--- config.mk ---
export PLATFORM = sky130hd
export DESIGN_NAME = cpu_controller
export DESIGN_NICKNAME = d
export VERILOG_FILES = /design/src/rtl/cpu_pkg.sv /design/src/rtl/cond_check.sv /design/src/rtl/cpu_controller.sv
export SDC_FILE = /design/constraint.sdc
export NUM_CORES = 1
export LEC_CHECK = 0
export ABC_AREA = 1
export CORE_MARGIN = 1.5
export CORE_UTILIZATION = 49
export DETAILED_ROUTE_END_ITERATION = 16
export DONT_BUFFER_PORTS = 1
export PLACE_DENSITY = 0.66
export SKIP_LAST_GASP = 1
export SLEW_MARGIN = 10
export SYNTH_ARGS = -nofsm -noshare
export SYNTH_HDL_FRONTEND = slang
export SYNTH_SLANG_ARGS = --single-unit
--- constraint.sdc ---
create_clock -name clk -period 1.2 [get_ports clk]
set_input_delay 0.12 -clock clk [delete_from_list [all_inputs] [get_ports clk]]
set_output_delay 0.12 -clock clk [all_outputs]
set_load 0.05 [all_outputs]
--- src/rtl/cpu_pkg.sv ---
// Shared encodings for the multi-cycle CPU controller: FSM states, opcode and
// extension fields, branch condition codes, PSR bit positions, decode helpers.
package cpu_pkg;

  localparam logic [3:0] S_FETCH  = 4'd0;
  localparam logic [3:0] S_FLOAD  = 4'd1;
  localparam logic [3:0] S_DECODE = 4'd2;
  localparam logic [3:0] S_EXEC   = 4'd3;
  localparam logic [3:0] S_WB     = 4'd4;
  localparam logic [3:0] S_MEMRD  = 4'd5;
  localparam logic [3:0] S_LDWB   = 4'd6;
  localparam logic [3:0] S_MEMWR  = 4'd7;
  localparam logic [3:0] S_BRANCH = 4'd8;
  localparam logic [3:0] S_JUMP   = 4'd9;

  // ALU extension codes double as the I-type opcodes of the same operation
  localparam logic [3:0] OP_RTYPE  = 4'b0000;
  localparam logic [3:0] OP_AND    = 4'b0001;
  localparam logic [3:0] OP_OR     = 4'b0010;
  localparam logic [3:0] OP_XOR    = 4'b0011;
  localparam logic [3:0] OP_MEM    = 4'b0100;
  localparam logic [3:0] OP_ADD    = 4'b0101;
  localparam logic [3:0] OP_SUB    = 4'b1001;
  localparam logic [3:0] OP_CMP    = 4'b1011;
  localparam logic [3:0] OP_BCOND  = 4'b1100;
  localparam logic [3:0] OP_MOVI   = 4'b1101;
  localparam logic [3:0] EXT_MOV   = 4'b1101;
  localparam logic [3:0] EXT_LOAD  = 4'b0000;
  localparam logic [3:0] EXT_STOR  = 4'b0100;
  localparam logic [3:0] EXT_JCOND = 4'b1100;

  localparam logic [3:0] COND_EQ = 4'b0000;
  localparam logic [3:0] COND_NE = 4'b0001;
  localparam logic [3:0] COND_CS = 4'b0010;
  localparam logic [3:0] COND_CC = 4'b0011;
  localparam logic [3:0] COND_LO = 4'b0100;
  localparam logic [3:0] COND_NL = 4'b0101;
  localparam logic [3:0] COND_MI = 4'b0110;
  localparam logic [3:0] COND_PL = 4'b0111;
  localparam logic [3:0] COND_FS = 4'b1000;
  localparam logic [3:0] COND_FC = 4'b1001;
  localparam logic [3:0] COND_HI = 4'b1010;
  localparam logic [3:0] COND_LS = 4'b1011;
  localparam logic [3:0] COND_GT = 4'b1100;
  localparam logic [3:0] COND_LE = 4'b1101;
  localparam logic [3:0] COND_UC = 4'b1110;
  localparam logic [3:0] COND_NV = 4'b1111;

  localparam int PSR_C = 0;
  localparam int PSR_L = 1;
  localparam int PSR_F = 2;
  localparam int PSR_Z = 3;
  localparam int PSR_N = 4;

  typedef enum logic [3:0] {
    CLS_ALU_R, CLS_ALU_I, CLS_MOV, CLS_MOVI, CLS_LOAD,
    CLS_STOR, CLS_JUMP, CLS_BRANCH, CLS_ILLEGAL
  } instr_class_e;

  function automatic logic is_alu_code(input logic [3:0] code);
    return (code == OP_ADD) || (code == OP_SUB) || (code == OP_CMP) ||
           (code == OP_AND) || (code == OP_OR)  || (code == OP_XOR);
  endfunction

  function automatic logic is_signed_imm(input logic [3:0] op);
    return (op == OP_ADD) || (op == OP_SUB) || (op == OP_CMP);
  endfunction

  function automatic instr_class_e decode_class(input logic [3:0] op, input logic [3:0] ext);
    if (op == OP_RTYPE) begin
      if (is_alu_code(ext)) return CLS_ALU_R;
      if (ext == EXT_MOV)   return CLS_MOV;
      return CLS_ILLEGAL;
    end
    if (is_alu_code(op)) return CLS_ALU_I;
    if (op == OP_MOVI)   return CLS_MOVI;
    if (op == OP_BCOND)  return CLS_BRANCH;
    if (op == OP_MEM) begin
      if (ext == EXT_LOAD)  return CLS_LOAD;
      if (ext == EXT_STOR)  return CLS_STOR;
      if (ext == EXT_JCOND) return CLS_JUMP;
    end
    return CLS_ILLEGAL;
  endfunction

endpackage

--- src/rtl/cond_check.sv ---
// Branch/jump condition evaluator: maps a 4-bit condition code and the
// registered PSR flags to a taken decision.
module cond_check
  import cpu_pkg::*;
#(
  parameter int REG_ADD = 4,
  parameter int PSRL    = 5
) (
  input  logic [REG_ADD-1:0] cond,
  input  logic [PSRL-1:0]    psr,
  output logic               taken
);

  logic n, z, f, l, c;

  assign n = psr[PSR_N];
  assign z = psr[PSR_Z];
  assign f = psr[PSR_F];
  assign l = psr[PSR_L];
  assign c = psr[PSR_C];

  always_comb begin
    taken = 1'b0;
    case (cond)
      COND_EQ: taken = z;
      COND_NE: taken = !z;
      COND_CS: taken = c;
      COND_CC: taken = !c;
      COND_LO: taken = l;
      COND_NL: taken = !l;
      COND_MI: taken = n;
      COND_PL: taken = !n;
      COND_FS: taken = f;
      COND_FC: taken = !f;
      COND_HI: taken = !l && !z;
      COND_LS: taken = l || z;
      COND_GT: taken = !n && !z;
      COND_LE: taken = n || z;
      COND_UC: taken = 1'b1;
      COND_NV: taken = 1'b0;
      default: taken = 1'b0;
    endcase
  end

endmodule

--- src/rtl/cpu_controller.sv ---
// Multi-cycle CPU control FSM: fetch/decode/execute sequencing with
// memory wait handling, conditional branch and jump, illegal-op trapping.
module cpu_controller
  import cpu_pkg::*;
#(
  parameter int REG_ADD = 4,
  parameter int PSRL    = 5
) (
  input  logic               clk,
  input  logic               reset,
  input  logic [REG_ADD-1:0] OP_CODE,
  input  logic [REG_ADD-1:0] OP_EXT,
  input  logic [REG_ADD-1:0] Rdest_addr,
  input  logic [PSRL-1:0]    PSR_OUT,
  input  logic               mem_ready,
  output logic               PC_S,
  output logic               MEM_DATA_S,
  output logic               SE_SIGN,
  output logic               REG_WR,
  output logic               INSTR_EN,
  output logic               ALU_OUT_EN,
  output logic               MEM_REG_EN,
  output logic               PC_EN,
  output logic               PSR_EN,
  output logic               MEM_WE,
  output logic [1:0]         MEM_S,
  output logic [1:0]         WD_S,
  output logic [1:0]         ALUA_S,
  output logic [1:0]         ALUB_S,
  output logic               illegal,
  output logic [3:0]         state
);

  instr_class_e cls;
  logic [3:0]   next_state;
  logic         taken;
  logic         is_cmp;
  logic         imm;

  assign cls    = decode_class(OP_CODE, OP_EXT);
  assign imm    = (cls == CLS_ALU_I);
  assign is_cmp = imm ? (OP_CODE == OP_CMP) : (OP_EXT == OP_CMP);

  cond_check #(.REG_ADD(REG_ADD), .PSRL(PSRL)) u_cond (
    .cond  (Rdest_addr),
    .psr   (PSR_OUT),
    .taken (taken)
  );

  always_ff @(posedge clk or negedge reset) begin
    if (!reset) state <= S_FETCH;
    else        state <= next_state;
  end

  always_comb begin
    next_state = state;
    case (state)
      S_FETCH:  if (mem_ready) next_state = S_FLOAD;
      S_FLOAD:  next_state = S_DECODE;
      S_DECODE: begin
        case (cls)
          CLS_ALU_R, CLS_ALU_I: next_state = S_EXEC;
          CLS_MOV, CLS_MOVI:    next_state = S_WB;
          CLS_LOAD:             next_state = S_MEMRD;
          CLS_STOR:             next_state = S_MEMWR;
          CLS_JUMP:             next_state = S_JUMP;
          CLS_BRANCH:           next_state = S_BRANCH;
          default:              next_state = S_FETCH;
        endcase
      end
      S_EXEC:   next_state = is_cmp ? S_FETCH : S_WB;
      S_MEMRD:  if (mem_ready) next_state = S_LDWB;
      S_MEMWR:  if (mem_ready) next_state = S_FETCH;
      default:  next_state = S_FETCH;
    endcase
  end

  always_comb begin
    PC_S = 1'b0; MEM_DATA_S = 1'b0; SE_SIGN = 1'b0; REG_WR = 1'b0;
    INSTR_EN = 1'b0; ALU_OUT_EN = 1'b0; MEM_REG_EN = 1'b0; PC_EN = 1'b0;
    PSR_EN = 1'b0; MEM_WE = 1'b0; illegal = 1'b0;
    MEM_S = 2'b00; WD_S = 2'b00; ALUA_S = 2'b00; ALUB_S = 2'b00;
    case (state)
      S_FETCH: MEM_S = 2'b01;
      S_FLOAD: begin
        INSTR_EN = 1'b1; ALUA_S = 2'b01; ALUB_S = 2'b10;
        PC_S = 1'b1; PC_EN = 1'b1;
      end
      S_DECODE: begin
        case (cls)
          CLS_ALU_I: begin
            ALUA_S  = 2'b10;
            SE_SIGN = is_signed_imm(OP_CODE);
          end
          CLS_MOV:     WD_S = 2'b01;
          CLS_ILLEGAL: illegal = 1'b1;
          default: ;
        endcase
      end
      S_EXEC: begin
        ALU_OUT_EN = 1'b1; PSR_EN = 1'b1;
        ALUA_S  = imm ? 2'b10 : 2'b00;
        SE_SIGN = imm && is_signed_imm(OP_CODE);
        WD_S    = is_cmp ? 2'b00 : 2'b11;
      end
      // WB serves ALU results, MOV and MOVI; the write-data select follows the class
      S_WB: begin
        REG_WR = 1'b1;
        if (cls == CLS_MOV)       WD_S = 2'b01;
        else if (cls == CLS_MOVI) WD_S = 2'b00;
        else                      WD_S = 2'b11;
      end
      S_MEMRD: MEM_REG_EN = mem_ready;
      S_LDWB: begin
        WD_S = 2'b10; REG_WR = 1'b1;
      end
      S_MEMWR: MEM_WE = 1'b1;
      S_BRANCH: begin
        if (taken) begin
          ALUA_S = 2'b01; ALUB_S = 2'b01; SE_SIGN = 1'b1;
          PC_S = 1'b1; PC_EN = 1'b1;
        end
      end
      S_JUMP: PC_EN = taken;
      default: ;
    endcase
  end

endmodule

==> results.md, run 1 <==
* Outcome: aborted with a tool error
* Failed at: global routing
* Tool Error: [ERROR GRT-0232] Routing congestion too high. Check the congestion heatmap in the GUI.
* FP Rows at 14
* Dpl cells at 220
* Global route overflow at 76
* CTS buffer count at 3
* Clock sinks at 4
* Placer congestion estimate at 0.844
* H-tree levels at 1
* Sequential share of the synthesized area at 12.3%
* Synthesized area per cell at 5.04 um^2
* Clock Path Buffers at 2
* Detailed Place HPWL at 2130 um
* Largest net degree at the start of global routing at 6
* Synth cell types at 21
* PortBufs at 0
* Gr usage total at 74.9%
* Synthesized area at 817 um^2
* Seq cells post-synth at 4
* Die width at 43.8 um
* Gate Count Post-Synth at 162
* Die Y at 43.8 um
* IO Pins at 43
* Starting Density at 53.0%
* Synthesis warning total at 0
* Root buf cell: clkbuf_4
* Dpl ws at -262 ps
[routing by layer]
| layer | GRT overflow | global-route usage [%] |
|---|---|---|
| met1 | 0 | 67.4 |
| met2 | 59 | 112 |
| met3 | 0 | 35.0 |
| met4 | 17 | 89.7 |
| met5 | 0 | 0 |
[synth_stat cells, drive strengths merged]
library cell / number / area [um^2]
o211ai: 2 / 15.0
a21oi: 2 / 10.0
nor2: 32 / 140
nand2: 54 / 215
ha: 1 / 12.5
nand3: 15 / 85.1
buf: 3 / 22.5
xor2: 1 / 8.76
dfrtp: 4 / 100
o2111ai: 1 / 8.76
o21ai: 4 / 20.0
nand4: 3 / 18.8
conb: 1 / 3.75
inv: 35 / 131
nor3: 4 / 25.0
[through the flow]
| stage | cell area [um^2] | util [%] |
|---|---|---|
| 2_1_floorplan | 967 | - |
| 3_3_place_gp | 1320 | 85.4 |
| 3_5_place_dp | 1320 | 85.4 |
| 4_1_cts | 1490 | 96.7 |
[kinds of logic after synthesis]
logic type      synth area share [%]
fa+ha+maj                       1.53
other cells                    0.459
xor+xnor                        1.07
buf+inv                         18.8
simple gates                    59.3
compound gates                  6.58
flops                           12.3
[timing repair]
action | 4_1_cts
hold buffers | 1
endpoints found under the hold margin | 4
setup buffers | 8
resized for setup | 24
cloned | 0
setup endpoints to repair | 20
pin swaps | 10
==> run 2: changes to the inputs <==
--- a/config.mk
+++ b/config.mk
@@ -6,11 +6,11 @@
 export NUM_CORES = 1
 export LEC_CHECK = 0
 export ABC_AREA = 1
-export CORE_MARGIN = 1.5
-export CORE_UTILIZATION = 49
+export CORE_AREA = 2 2 63 65
 export DETAILED_ROUTE_END_ITERATION = 16
+export DIE_AREA = 0 0 65 67
 export DONT_BUFFER_PORTS = 1
-export PLACE_DENSITY = 0.66
+export PLACE_DENSITY_LB_ADDON = 0.15
 export SKIP_LAST_GASP = 1
 export SLEW_MARGIN = 10
 export SYNTH_ARGS = -nofsm -noshare
==> constraint.sdc (replaced) <==
create_clock -name clk -period 1.6 [get_ports clk]
set_input_delay 0.16 -clock clk [delete_from_list [all_inputs] [get_ports clk]]
set_output_delay 0.16 -clock clk [all_outputs]
set_load 0.05 [all_outputs]
==> results.md, run 2 <==
* Outcome: finished with violations (was aborted with a tool error)
* Failing checks: setup timing
* Detailed Place HPWL at 2170 um (was 2130 um)
* Starting Density at 22.7% (was 53.0%)
* Gate Count Post-Synth at 162 (unchanged)
* Largest register FFs at 4
* Vias at 1,030
* Max Slew Vio Count at 0
* Gr usage total at 11.6%
* Cell area after placement at 1160 um^2 (was 1320 um^2)
* Initial DRC count at 18
* Setup violators final at 1
* Largest register by flop count: state
* Kind of critical path: reg2out
* CTS tree: yes
* Ys flop type: dfrtp_1 (unchanged)
* FP Rows at 22 (was 14)
* Overall power at 2.16 mW
* Synthesized area at 817 um^2 (unchanged)
* Top-area cell type share of the netlist area at 22.5% (unchanged)
* Via-to-Cell Ratio at 4.38
* Synth cell types at 21 (unchanged)
* Total core area at 3610 um^2
* Hold depth at 3
* Worst hold start: mem_ready
* Biggest area consumer among synthesized cells: nand2_1 (unchanged)
* Crit end category: primary output
* Final Instance Area at 1310 um^2
* R2R depth at 10
* R2R Path End: state[2]$_DFFE_PN0P_
* Root buf cell: clkbuf_8 (was clkbuf_4)
* Pwr per Cell Area at 1650 nW/um^2
* Clk_lat worst skew at 210 ps
* Max Cap Viol at 0
* Critical path fanouts, max at 4
* Leakage at 0.651 nW
* Final setup margin at -16.8 ps
* Area growth, synth to finish at 60.2%
* Seq cells post-synth at 4 (unchanged)
* Fill cell count at 408
* Post-DR wirelength/cell at 10.3 um
* Sequential share of the synthesized area at 12.3% (unchanged)
* Synthesis warning total at 0 (unchanged)
* Clock transition at the registers of the reported paths at 30 ps
* Drt total wl at 2430 um
* Placer congestion estimate at 0.833 (was 0.844)
* Post-route clock period utilization at 101%
* RSZ-0062 raised after global routing: true
* FFs w/ async S/R, synth at 100% (unchanged)
* Largest regs: state: 4 flops
* PortBufs at 0 (unchanged)
* Largest net degree at the start of global routing at 6
* Synth top area cells: nand2_1, inv_1, dfrtp_1 (unchanged)
* Worst hold path type: in2reg
* Total inserted antenna cells at 0
* Most common cell in the netlist: nand2_1 (unchanged)
* Post-synth top cells: nand2_1, inv_1, nor2_1 (unchanged)
* Critical R2R Launch: state[3]$_DFFE_PN0P_
* Antenna violations before repair at 0
* Reg2reg setup slack at 120 ps
* Dpl cells at 227 (was 220)
* Final setup TNS at -16.8 ps
* Final min period at 1620 ps
* Final number of hold-violating endpoints at 0
* Most frequent cells in the layout: nand2_1, inv_1, nor2_1
* CTS buffer count at 3 (unchanged)
* Die area at 4360 um^2
* Synthesized area per cell at 5.04 um^2 (unchanged)
* Number of synthesized flops with an enable pin at 0 (unchanged)
* Highest ir drop seen on vdd at 0.000646 V
* Die width at 65 um (was 43.8 um)
* Clk_skew at 1.43 ps
* Clock sinks at 4 (unchanged)
* Hold Crit Endpoint: state[1]$_DFFE_PN0P_
* Nature of the critical path startpoint: flip-flop
* Drt pass-1 iters at 4
* First-pass GRT wire length at 4000 um
* Worst endpoint required time at 1440 ps
* Worst path arrival time at 1460 ps
* Most common cell after layout, fill and taps aside: nand2_1
* Post-route ant nets at 0
* Global route overflow at 0
* IO Pins at 43 (unchanged)
* Number of global-route vias before repair at 997
* Drt drc at 0
* Clock Path Buffers at 2 (unchanged)
* Layout cells sized above 1 at 40.6%
* Achievable Freq at 0.619 GHz
* Nets at 210
* Die Y at 67 um (was 43.8 um)
* Post-layout util at 36.3%
* Final non-filler cell total at 235
* H-tree levels at 1 (unchanged)
-- run 2: cell counts after synthesis --
Identical to the previous run, type by type.
-- run 2: metal layers --
metal / up-vias / global-route usage (%) / part of all wire, %
met2: 31 / 20.4 / 50
met4: 0 / 4.52 / 0.66
li1: 539 / - / -
met5: - / 0 / 0
met3: 2 / 3.04 / 7.3
met1: 458 / 13.4 / 42
-- run 2: final cells by class --
class / count / area, um^2 / area share, %
inverter: 35 / 146 / 11.2
tap: 48 / 60.1 / 4.59
timing repair buffer: 24 / 228 / 17.4
clock buffer: 3 / 41.3 / 3.15
multi-input combinational: 121 / 726 / 55.4
sequential: 4 / 108 / 8.22
-- run 2: worst max path at each step --
stage | slack, ps | endpoint | cells past startpoint | from
finish | -20 | WD_S[0] | 7 | state[3]$_DFFE_PN0P_
global placement | 100 | WD_S[0] | 8 | state[2]$_DFFE_PN0P_
CTS | -20 | WD_S[0] | 8 | state[3]$_DFFE_PN0P_
global route | -90 | WD_S[0] | 8 | state[3]$_DFFE_PN0P_
detailed placement | 80 | WD_S[0] | 8 | state[2]$_DFFE_PN0P_
floorplan | -280 | WD_S[0] | 5 | state[2]$_DFFE_PN0P_
-- run 2: through the flow --
stage | hold slack, ps | setup WS [ps]
2_1_floorplan | -136 | -285
3_3_place_gp | -135 | 101
3_5_place_dp | -135 | 84.3
4_1_cts | 116 | -18.1
5_1_grt | 139 | -91.7
6_report | 119 | -16.8
-- run 2: cell families after synthesis --
group                      count (synthesis)  share of synthesized area [%]
AOI/OAI and AO/OA                          9                           6.58
xor gates and xnor gates                   1                           1.07
adders and majority gates                  1                           1.53
buffers and inverters                     38                           18.8
DFF                                        4                           12.3
other                                      1                          0.459
and+or+nand+nor                          108                           59.3
-- run 2: critical path, cell delays in order (launching register included) --
cell      delay [ps]
dfrtp_2          420
inv_2             80
nand2_4           50
nor2_4            90
buf_4            120
nand2_2           60
o211ai_1         190
buf_4            230
-- run 2: where the power goes --
group / internal, mW / leakage (nW) / switching, mW
Combinational: 0.512 / 0.583 / 1.23
Clock: 0.160 / 0.0216 / 0.0485
Sequential: 0.148 / 0.0470 / 0.0596
-- run 2: repair_timing --
| action | in CTS | in global routing |
|---|---|---|
| gates resized for setup | 6 | 10 |
| hold buffers | 1 | 0 |
| endpoints found under the hold margin | 4 | 0 |
| setup endpoints to repair | 8 | 9 |
| buffers inserted | 2 | 2 |
| pin swaps | 3 | 1 |
(Power assumes the default switching activity.)
==> run 3: changes to the inputs <==
--- a/config.mk
+++ b/config.mk
@@ -7,6 +7,7 @@
 export LEC_CHECK = 0
 export ABC_AREA = 1
 export CORE_AREA = 2 2 63 65
+export CTS_CLUSTER_SIZE = 14
 export DETAILED_ROUTE_END_ITERATION = 16
 export DIE_AREA = 0 0 65 67
 export DONT_BUFFER_PORTS = 1
==> results of run 3 <==
No change in the layout: final DEF, timing and power equal those of run 2.
